[config.mk]
export PLATFORM = sky130hd
export DESIGN_NAME = knn_controller_flat
export DESIGN_NICKNAME = d
export VERILOG_FILES = /design/src/rtl/knn_controller_if.sv /design/src/rtl/knn_controller.sv /design/src/flat_wrapper.sv
export SDC_FILE = /design/constraint.sdc
export NUM_CORES = 1
export LEC_CHECK = 0
export ABC_CLOCK_PERIOD_IN_PS = 2900
export CORE_ASPECT_RATIO = 0.8
export CORE_MARGIN = 3
export CORE_UTILIZATION = 55
export CTS_BUF_LIST = sky130_fd_sc_hd__clkbuf_8
export DETAILED_ROUTE_END_ITERATION = 6
export GPL_TIMING_DRIVEN = 0
export PLACE_DENSITY = 0.92
export SLEW_MARGIN = 20
export SYNTH_ARGS = -nofsm -noshare
export SYNTH_HDL_FRONTEND = slang
export SYNTH_SLANG_ARGS = --single-unit
[constraint.sdc]
create_clock -name clk -period 2.9 [get_ports clk]
set_input_delay 0.29 -clock clk [delete_from_list [all_inputs] [get_ports clk]]
set_output_delay 0.29 -clock clk [all_outputs]
set_load 0.02 [all_outputs]
[src/rtl/knn_controller_if.sv]
// Handshake bundle between the KNN inference sequencer and its host, sample memory and datapath.
// The master side is the sequencer; the slave side is everything it talks to.
interface knn_controller_if #(
  parameter int L      = 6,
  parameter int TYPE_W = 3
);
  logic              start;
  logic [L:0]        n_samples;
  logic              busy;
  logic              mem_req;
  logic [L-1:0]      mem_addr;
  logic              mem_ack;
  logic              calc_ready;
  logic              calc_data_request;
  logic              calc_done;
  logic              array_clear;
  logic              slot_we;
  logic [L-1:0]      slot_idx;
  logic              sort_start;
  logic              sort_valid;
  logic              infer_done;
  logic [TYPE_W-1:0] infer_type;
  logic [TYPE_W-1:0] result_type;
  logic              result_valid;
  logic              result_ready;
  logic              error;

  modport master (
    input  start, n_samples, mem_ack, calc_data_request, calc_done,
           sort_valid, infer_done, infer_type, result_ready,
    output busy, mem_req, mem_addr, calc_ready, array_clear, slot_we,
           slot_idx, sort_start, result_type, result_valid, error
  );

  modport slave (
    output start, n_samples, mem_ack, calc_data_request, calc_done,
           sort_valid, infer_done, infer_type, result_ready,
    input  busy, mem_req, mem_addr, calc_ready, array_clear, slot_we,
           slot_idx, sort_start, result_type, result_valid, error
  );
endinterface

[src/rtl/knn_controller.sv]
// Sequencer for one KNN inference: clear, fetch/compute every sample, sort, vote, and hand the
// voted type to the host. Every wait on an external event is bounded by a shared timeout counter.
module knn_controller #(
  parameter int L       = 6,
  parameter int TYPE_W  = 3,
  parameter int TIMEOUT = 1023
) (
  input  logic             clk,
  input  logic             rst,
  knn_controller_if.master bus
);
  localparam int            TW         = $clog2(TIMEOUT + 1);
  localparam logic [TW-1:0] TIMER_LAST = TW'(TIMEOUT - 1);
  localparam logic [TW-1:0] TIMER_ONE  = {{(TW-1){1'b0}}, 1'b1};
  localparam logic [L-1:0]  IDX_ONE    = {{(L-1){1'b0}}, 1'b1};
  localparam logic [L:0]    N_ONE      = {{L{1'b0}}, 1'b1};
  localparam logic [L:0]    N_MAX      = {1'b1, {L{1'b0}}};

  typedef enum logic [2:0] {
    IDLE,
    CLEAR,
    FETCH,
    WAIT_MEM,
    CALC,
    SORT,
    VOTE,
    RESULT
  } state_t;

  state_t            state_reg;
  logic [L-1:0]      idx_reg;
  logic [TW-1:0]     timer_reg;
  logic [L:0]        n_reg;
  logic              busy_reg;
  logic              mem_req_reg;
  logic [L-1:0]      mem_addr_reg;
  logic              calc_ready_reg;
  logic              array_clear_reg;
  logic              sort_start_reg;
  logic [TYPE_W-1:0] result_type_reg;
  logic              result_valid_reg;
  logic              error_reg;

  logic timer_expired;
  logic last_sample;
  logic start_legal;

  assign timer_expired = (timer_reg == TIMER_LAST);
  // Compare one wider than idx so a full 2^L run never needs idx to wrap.
  assign last_sample   = (({1'b0, idx_reg} + N_ONE) == n_reg);
  assign start_legal   = (bus.n_samples != '0) && (bus.n_samples <= N_MAX);

  always_ff @(posedge clk or negedge rst) begin
    if (!rst) begin
      state_reg        <= IDLE;
      idx_reg          <= '0;
      timer_reg        <= '0;
      n_reg            <= '0;
      busy_reg         <= 1'b0;
      mem_req_reg      <= 1'b0;
      mem_addr_reg     <= '0;
      calc_ready_reg   <= 1'b0;
      array_clear_reg  <= 1'b0;
      sort_start_reg   <= 1'b0;
      result_type_reg  <= '0;
      result_valid_reg <= 1'b0;
      error_reg        <= 1'b0;
    end else begin
      mem_req_reg     <= 1'b0;
      calc_ready_reg  <= 1'b0;
      array_clear_reg <= 1'b0;
      sort_start_reg  <= 1'b0;
      error_reg       <= 1'b0;

      case (state_reg)
        IDLE: begin
          if (bus.start) begin
            if (start_legal) begin
              n_reg           <= bus.n_samples;
              array_clear_reg <= 1'b1;
              busy_reg        <= 1'b1;
              state_reg       <= CLEAR;
            end else begin
              error_reg <= 1'b1;
            end
          end
        end

        CLEAR: begin
          idx_reg   <= '0;
          state_reg <= FETCH;
        end

        FETCH: begin
          if (bus.calc_data_request) begin
            mem_req_reg  <= 1'b1;
            mem_addr_reg <= idx_reg;
            timer_reg    <= '0;
            state_reg    <= WAIT_MEM;
          end
        end

        // In each timed state the awaited event is tested first, so it wins on the expiry cycle.
        WAIT_MEM: begin
          if (bus.mem_ack) begin
            calc_ready_reg <= 1'b1;
            timer_reg      <= '0;
            state_reg      <= CALC;
          end else if (timer_expired) begin
            error_reg <= 1'b1;
            busy_reg  <= 1'b0;
            state_reg <= IDLE;
          end else begin
            timer_reg <= timer_reg + TIMER_ONE;
          end
        end

        CALC: begin
          if (bus.calc_done) begin
            timer_reg <= '0;
            if (last_sample) begin
              sort_start_reg <= 1'b1;
              state_reg      <= SORT;
            end else begin
              idx_reg   <= idx_reg + IDX_ONE;
              state_reg <= FETCH;
            end
          end else if (timer_expired) begin
            error_reg <= 1'b1;
            busy_reg  <= 1'b0;
            state_reg <= IDLE;
          end else begin
            timer_reg <= timer_reg + TIMER_ONE;
          end
        end

        SORT: begin
          if (bus.sort_valid) begin
            timer_reg <= '0;
            state_reg <= VOTE;
          end else if (timer_expired) begin
            error_reg <= 1'b1;
            busy_reg  <= 1'b0;
            state_reg <= IDLE;
          end else begin
            timer_reg <= timer_reg + TIMER_ONE;
          end
        end

        VOTE: begin
          if (bus.infer_done) begin
            result_type_reg  <= bus.infer_type;
            result_valid_reg <= 1'b1;
            timer_reg        <= '0;
            state_reg        <= RESULT;
          end else if (timer_expired) begin
            error_reg <= 1'b1;
            busy_reg  <= 1'b0;
            state_reg <= IDLE;
          end else begin
            timer_reg <= timer_reg + TIMER_ONE;
          end
        end

        RESULT: begin
          if (bus.result_ready) begin
            result_valid_reg <= 1'b0;
            busy_reg         <= 1'b0;
            state_reg        <= IDLE;
          end
        end

        default: begin
          busy_reg  <= 1'b0;
          state_reg <= IDLE;
        end
      endcase
    end
  end

  // The slot write is combinational so the array captures the distance in the calc_done cycle.
  assign bus.slot_we      = bus.calc_done && (state_reg == CALC);
  assign bus.slot_idx     = idx_reg;

  assign bus.busy         = busy_reg;
  assign bus.mem_req      = mem_req_reg;
  assign bus.mem_addr     = mem_addr_reg;
  assign bus.calc_ready   = calc_ready_reg;
  assign bus.array_clear  = array_clear_reg;
  assign bus.sort_start   = sort_start_reg;
  assign bus.result_type  = result_type_reg;
  assign bus.result_valid = result_valid_reg;
  assign bus.error        = error_reg;
endmodule

[src/flat_wrapper.sv]
// flat-port wrapper written by rule: the top's interface ports become plain ports
module knn_controller_flat 
#(
  parameter int L       = 6,
  parameter int TYPE_W  = 3,
  parameter int TIMEOUT = 1023
)
  (clk, rst, bus_start, bus_n_samples, bus_mem_ack, bus_calc_data_request, bus_calc_done, bus_sort_valid, bus_infer_done, bus_infer_type, bus_result_ready, bus_busy, bus_mem_req, bus_mem_addr, bus_calc_ready, bus_array_clear, bus_slot_we, bus_slot_idx, bus_sort_start, bus_result_type, bus_result_valid, bus_error);
  knn_controller_if #(.L(L), .TYPE_W(TYPE_W)) bus_i ();
  input  logic clk;
  input  logic rst;
  input wire logic [$bits(bus_i.start)-1:0] bus_start;
  input wire logic [$bits(bus_i.n_samples)-1:0] bus_n_samples;
  input wire logic [$bits(bus_i.mem_ack)-1:0] bus_mem_ack;
  input wire logic [$bits(bus_i.calc_data_request)-1:0] bus_calc_data_request;
  input wire logic [$bits(bus_i.calc_done)-1:0] bus_calc_done;
  input wire logic [$bits(bus_i.sort_valid)-1:0] bus_sort_valid;
  input wire logic [$bits(bus_i.infer_done)-1:0] bus_infer_done;
  input wire logic [$bits(bus_i.infer_type)-1:0] bus_infer_type;
  input wire logic [$bits(bus_i.result_ready)-1:0] bus_result_ready;
  output wire logic [$bits(bus_i.busy)-1:0] bus_busy;
  output wire logic [$bits(bus_i.mem_req)-1:0] bus_mem_req;
  output wire logic [$bits(bus_i.mem_addr)-1:0] bus_mem_addr;
  output wire logic [$bits(bus_i.calc_ready)-1:0] bus_calc_ready;
  output wire logic [$bits(bus_i.array_clear)-1:0] bus_array_clear;
  output wire logic [$bits(bus_i.slot_we)-1:0] bus_slot_we;
  output wire logic [$bits(bus_i.slot_idx)-1:0] bus_slot_idx;
  output wire logic [$bits(bus_i.sort_start)-1:0] bus_sort_start;
  output wire logic [$bits(bus_i.result_type)-1:0] bus_result_type;
  output wire logic [$bits(bus_i.result_valid)-1:0] bus_result_valid;
  output wire logic [$bits(bus_i.error)-1:0] bus_error;
  assign bus_i.start = bus_start;
  assign bus_i.n_samples = bus_n_samples;
  assign bus_i.mem_ack = bus_mem_ack;
  assign bus_i.calc_data_request = bus_calc_data_request;
  assign bus_i.calc_done = bus_calc_done;
  assign bus_i.sort_valid = bus_sort_valid;
  assign bus_i.infer_done = bus_infer_done;
  assign bus_i.infer_type = bus_infer_type;
  assign bus_i.result_ready = bus_result_ready;
  assign bus_busy = bus_i.busy;
  assign bus_mem_req = bus_i.mem_req;
  assign bus_mem_addr = bus_i.mem_addr;
  assign bus_calc_ready = bus_i.calc_ready;
  assign bus_array_clear = bus_i.array_clear;
  assign bus_slot_we = bus_i.slot_we;
  assign bus_slot_idx = bus_i.slot_idx;
  assign bus_sort_start = bus_i.sort_start;
  assign bus_result_type = bus_i.result_type;
  assign bus_result_valid = bus_i.result_valid;
  assign bus_error = bus_i.error;
  knn_controller #(.L(L), .TYPE_W(TYPE_W), .TIMEOUT(TIMEOUT)) u_core (.clk(clk), .rst(rst), .bus(bus_i));
endmodule
==> results of run 1 <==
## stage by stage
stage	setup slack, ps	total power, uW	cells
6_report	449	2560	346
5_1_grt	354	2700	346
4_1_cts	449	2540	346
3_5_place_dp	567	2070	337
3_3_place_gp	468	2020	336
2_1_floorplan	920	1670	240
## layout by cell type, fill, tap and decap left out, types with 4 or more instances in the layout
cell type,netlist,layout
nor3_1,4,4
a31oi_1,7,7
o21ai_1,8,8
xor2_1,4,4
o31ai_1,4,4
a21oi_1,8,8
nand2_1,27,27
o21ai_0,8,8
nor2_1,21,21
inv_1,7,8
nand3_1,9,9
mux2i_1,8,8
buf_2,4,5
xnor2_1,4,4
mux2_2,15,15
dfrtp_1,42,42
nor2b_1,4,4
clkbuf_8,0,5
clkdlybuf4s50_1,0,40
## cell usage after synthesis (2+ instances only)
library cell / instances / area share
a21oi_1: 8 / 0.017
a31oi_1: 7 / 0.018
and2_1: 2 / 0.0053
and3_1: 2 / 0.0053
buf_2: 4 / 0.0084
dfrtp_1: 42 / 0.44
ha_1: 3 / 0.016
inv_1: 7 / 0.011
inv_2: 2 / 0.0032
mux2_2: 15 / 0.071
mux2i_1: 8 / 0.034
nand2_1: 27 / 0.043
nand2b_1: 3 / 0.0079
nand3_1: 9 / 0.019
nand3_2: 3 / 0.013
nor2_1: 21 / 0.033
nor2b_1: 4 / 0.011
nor3_1: 4 / 0.0084
nor3_2: 3 / 0.013
nor4_1: 2 / 0.0053
o21a_1: 3 / 0.0095
o21ai_0: 8 / 0.017
o21ai_1: 8 / 0.017
o22a_1: 3 / 0.011
o22ai_1: 3 / 0.0079
o31ai_1: 4 / 0.013
xnor2_1: 4 / 0.015
xor2_1: 4 / 0.015
## cells by family (layout without fill, tap and decap cells)
kind of cell | after synthesis | in the layout
multiplexers | 23 | 23
flip-flops | 42 | 42
AO/OA/AOI/OAI | 56 | 56
buffers and inverters | 18 | 69
adder cells (fa/ha/maj) | 3 | 3
XOR/XNOR | 8 | 8
AND/OR/NAND/NOR | 90 | 90
## cell type report
cell class                      count  area [um^2]  area share
Inverter                            9         33.8      0.0113
Clock inverter                      3         41.3      0.0138
Tap cell                           55         68.8      0.0231
Multi-Input combinational cell    180         1230       0.414
Clock buffer                        5         68.8      0.0231
Sequential cell                    42         1050       0.352
Timing Repair Buffer               43          435       0.146
Buffer                              9         51.3      0.0172
## metal layers
layer	wire length (um)	global-route usage	vias up
met3	472	0.0611	14
met1	2610	0.346	983
met5	0	0	-
met4	136	0.103	0
met2	2480	0.339	96
li1	-	-	955
## power breakdown
part	switching (uW)	internal, uW
sequential	134	744
combinational	700	511
clock	213	254
total	1050	1510
## repair_timing
item	4_1_cts	5_1_grt
buffers inserted	0	0
hold buffers	1	0
endpoints found under the hold margin	11	0
## worst max path at each step
stage	end	slack, ps	depth (start not counted)
after floorplan	u_core.state_reg[1]	920	7
after global placement	u_core.bus.mem_addr[4]	470	1
after detailed placement	u_core.n_reg[3]	570	6
after CTS	bus_slot_we	450	6
after global routing	bus_slot_we	350	6
final	bus_slot_we	450	6
==> impl_metrics.json, run 1 <==
{
  "ys_warn_count": 0,
  "die_h_um": 64.7,
  "final_hold_viol_count": 0,
  "endpoint_kind": "output port",
  "dieWidth_um": 79.4,
  "die_area_um2": 5140,
  "gp_congestion": 0.944,
  "synthMuxAreaShare": 0.105,
  "fillerInstances": 273,
  "max-vdd-ir-drop_uv": 472,
  "setup_violations": 0,
  "num-nets-final": 312,
  "drc": 0,
  "drtIter0Drc": 216,
  "placementRows": 20,
  "cpLargestDelayFamily": "buffers and inverters",
  "wl_per_cell_um": 16.5,
  "cts_tree": "yes",
  "clock-sinks": 42,
  "reg2reg_slack_ps": 690,
  "outcome": "complete, no violations",
  "clk_pin_slew_worst_paths_ps": 90,
  "syn_area_um2": 2370,
  "first_pass_iters": 4,
  "ys_ff_latch": 42,
  "synthCells": 240,
  "gr-total-overflow": 0,
  "startpoint": "u_core.state_reg[2]",
  "cts_made_buffers": 5,
  "dp_hpwl_mm": 4.13,
  "cts-resized-gates": 0,
  "final.setup.tns_ps": 0,
  "stdcell_area_um2": 2990,
  "tightest_slew_ps": 671,
  "crit_path_cell_trace": "buf_2 -> nand2b_1 -> nor2_1 -> nand2_1 -> inv_1 -> clkdlybuf4s50_1",
  "routed_wl_mm": 5.71,
  "placed_area_um2": 2870,
  "cpPeakStageDelay_ps": 620,
  "ios": 42,
  "slowest_stage": "clkdlybuf4s50_1",
  "cp_num_buf_inv": 3,
  "final_core_util": 0.750,
  "synth_top_family_by_area": "simple AND/OR/NAND/NOR gates",
  "via_per_inst": 5.92,
  "worstReg2RegEnd": "u_core.bus.slot_idx[3]",
  "io_buffers": 41,
  "synth_edf_count": 0,
  "num_vias": 2048,
  "crit_type": "register to output port",
  "grtUsageTotal": 0.240,
  "ys_seq_area_frac": 0.443,
  "synth_compound_area_frac": 0.164,
  "fmax_mhz": 408,
  "root_buffer": "clkbuf_8",
  "synth_adder_area_share": 0.0158,
  "r2r_start": "u_core.bus.slot_idx[0]",
  "grt_pass1_wl_mm": 9.50,
  "antenna_found_initial": 0,
  "startpoint_type": "register",
  "finClkSkew_ps": 6.07,
  "synth_cell_types": 55,
  "clock_path_buffers": 2,
  "arrival_ps": 2160,
  "fin_crit_ps": 2450,
  "syn_area_per_cell_um2": 9.88,
  "clock_latency_ps": 300,
  "postRouteAntennaNets": 0,
  "syn_to_final_growth_pct": 25.9,
  "largest_reg_flops": 10,
  "cap_violations": 0,
  "crit_required_ps": 2610,
  "diodes": 0,
  "power.density_nw_per_um2": 856,
  "syn-num-nets": 262,
  "ff2ff_path_depth": 7,
  "cp_max_fo": 9,
  "drv_slew": 0,
  "synth-simple-area-share": 0.206,
  "grt_start_max_net_pins": 32,
  "leakagePower_uw": 0.00134,
  "core_um2": 3980,
  "drive_gt1_frac": 0.162,
  "synth-async-reset-ratio": 1.00,
  "rsz0062_at_grt": "no",
  "start_util": 0.596,
  "min_path_type": "input pin to async pin",
  "fin_hold_ws_ps": 407,
  "fin_crit_sh": 0.845,
  "cts_max_level": 2,
  "grt_pass1_vias": 1943,
  "slew_headroom": 0.550,
  "synthXorXnorAreaFrac": 0.0296,
  "synth-main-ff-cell": "dfrtp_1"
}
Power figures use the tool's default switching activity.
==> run 2, diff against run 1 <==
--- a/config.mk
+++ b/config.mk
@@ -5,14 +5,14 @@
 export SDC_FILE = /design/constraint.sdc
 export NUM_CORES = 1
 export LEC_CHECK = 0
-export ABC_CLOCK_PERIOD_IN_PS = 2900
+export ABC_CLOCK_PERIOD_IN_PS = 2450
 export CORE_ASPECT_RATIO = 0.8
 export CORE_MARGIN = 3
-export CORE_UTILIZATION = 55
+export CORE_UTILIZATION = 54
 export CTS_BUF_LIST = sky130_fd_sc_hd__clkbuf_8
 export DETAILED_ROUTE_END_ITERATION = 6
 export GPL_TIMING_DRIVEN = 0
-export PLACE_DENSITY = 0.92
+export PLACE_DENSITY = 0.91
 export SLEW_MARGIN = 20
 export SYNTH_ARGS = -nofsm -noshare
 export SYNTH_HDL_FRONTEND = slang
==> constraint.sdc (replaced) <==
create_clock -name clk -period 2.45 [get_ports clk]
set_input_delay 0.245 -clock clk [delete_from_list [all_inputs] [get_ports clk]]
set_output_delay 0.245 -clock clk [all_outputs]
set_load 0.02 [all_outputs]
==> run 2 against run 1 <==
Critical path type unchanged. Count of clock-buffer cells in the layout unchanged. Combinational power increased by 18%. Clock skew increased by 1.1 ps. Utilization decreased by 0.094 points. Critical endpoint unchanged.
==> impl_metrics.json, run 2 (synthesized netlist as in run 1, its figures left out) <==
{
  "outcome": "complete, no violations",
  "drive_gt1_frac": 0.172,
  "gp_congestion": 0.939,
  "die_h_um": 65.3,
  "stdcell_area_um2": 3000,
  "post_cts_buffers": 0,
  "layout_commonest_cell": "dfrtp_1",
  "drc": 0,
  "largest_reg_flops": 10,
  "syn_to_final_growth_pct": 26.5,
  "final_hold_viol_count": 0,
  "dieWidth_um": 80.1,
  "power_uw": 3020,
  "fin_crit_sh": 0.956,
  "core_um2": 4000,
  "crit_path_cell_trace": "buf_2 -> nand2b_1 -> nor2_4 -> nand2_1 -> inv_1 -> clkdlybuf4s50_1",
  "diodes": 0,
  "placed_area_um2": 2870,
  "setup_violations": 0,
  "grtUsageTotal": 0.236,
  "routed_wl_mm": 5.78,
  "cp_max_fo": 9,
  "num_vias": 2081,
  "antenna_found_initial": 0,
  "cts_tree": "yes",
  "cts_made_buffers": 5,
  "slowest_stage": "clkdlybuf4s50_1",
  "clock_path_buffers": 2,
  "final.setup.tns_ps": 0,
  "startpoint_type": "register",
  "crit_required_ps": 2200,
  "postRouteAntennaNets": 0,
  "min_path_type": "input pin to async pin",
  "ios": 42,
  "io_buffers": 41,
  "clock-sinks": 42,
  "endpoint_kind": "output port",
  "final_cell_mix": "dfrtp_1, clkdlybuf4s50_1, nand2_1",
  "power.density_nw_per_um2": 1010,
  "fmax_mhz": 427,
  "num-nets-final": 312,
  "fin_crit_ps": 2340,
  "start_util": 0.592,
  "grt_pass1_wl_mm": 9.50,
  "clk_pin_slew_worst_paths_ps": 80,
  "clock_latency_ps": 300,
  "die_area_um2": 5230,
  "wl_per_cell_um": 16.7,
  "grt_start_max_net_pins": 24,
  "crit_type": "register to output port",
  "fin_hold_ws_ps": 440,
  "tightest_slew_ps": 639,
  "final_core_util": 0.749,
  "cpLargestDelayFamily": "buffers and inverters",
  "cp_num_buf_inv": 3,
  "first_pass_iters": 5,
  "drv_slew": 0,
  "max-vdd-ir-drop_uv": 790,
  "dp_hpwl_mm": 4.27,
  "gr-total-overflow": 0,
  "finClkSkew_ps": 7.16,
  "grt_pass1_vias": 1961,
  "arrival_ps": 2100,
  "placementRows": 20,
  "cts_max_level": 2,
  "drtIter0Drc": 230,
  "leakagePower_uw": 0.00134,
  "via_per_inst": 6.01,
  "rsz0062_at_grt": "no",
  "cpPeakStageDelay_ps": 620,
  "fillerInstances": 286,
  "root_buffer": "clkbuf_8",
  "slew_headroom": 0.571,
  "cap_violations": 0
}
## run 2: path summary, 6_finish.rpt
kind / from / end / slack (ps) / cells after the start
max: u_core.state_reg[2] / bus_slot_we / 110 / 6
min: rst / u_core.bus.mem_addr[0] / 440 / 2
max reg2reg: u_core.bus.slot_idx[0] / u_core.bus.slot_idx[3] / 210 / 7
min reg2reg: u_core.bus.mem_addr[4] / u_core.bus.mem_addr[4] / 510 / 1
max in group asynchronous: rst / u_core.n_reg[3] / 1540 / 3
min in group clk: u_core.bus.mem_addr[4] / u_core.bus.mem_addr[4] / 510 / 1
## run 2: worst reg2reg max path: cells and delay by family, from the launching register on
family | cells | cell delay [ps]
xor+xnor | 1 | 180
fa+ha+maj | 1 | 370
compound gates | 4 | 840
flops | 1 | 480
mux | 1 | 270
## run 2: layout make-up
class / count / area, um^2 / area share
Inverter: 9 / 33.8 / 0.0113
Buffer: 9 / 51.3 / 0.0171
Multi-Input combinational cell: 180 / 1240 / 0.414
Timing Repair Buffer: 43 / 443 / 0.148
Sequential cell: 42 / 1050 / 0.351
Tap cell: 55 / 68.8 / 0.0229
Clock buffer: 5 / 68.8 / 0.0229
Clock inverter: 3 / 40.0 / 0.0133
## run 2: timing repair
item	in CTS	in global routing
gates cloned	0	0
hold buffers	1	0
pin swaps	0	0
setup endpoints to repair	1	2
hold endpoints to repair	19	0
resized for setup	1	2
## run 2: stage by stage
| step | instances | worst slack [ps] |
|---|---|---|
| after floorplan | 240 | 470 |
| after global placement | 336 | 51.6 |
| after detailed placement | 337 | 263 |
| after CTS | 346 | 89.9 |
| after global routing | 346 | 0.973 |
| final | 346 | 107 |
## run 2: per-layer routing
| layer | up-vias | GRT usage | wire, um |
|---|---|---|---|
| met5 | - | 0 | 0 |
| met4 | 0 | 0.0992 | 117 |
| met3 | 15 | 0.0575 | 510 |
| met2 | 110 | 0.346 | 2630 |
| met1 | 995 | 0.333 | 2510 |
| li1 | 961 | - | - |
## run 2: power breakdown
group          switching (uW)  internal (uW)
sequential                158            883
combinational             825            609
clock                     242            300
total                    1230           1790
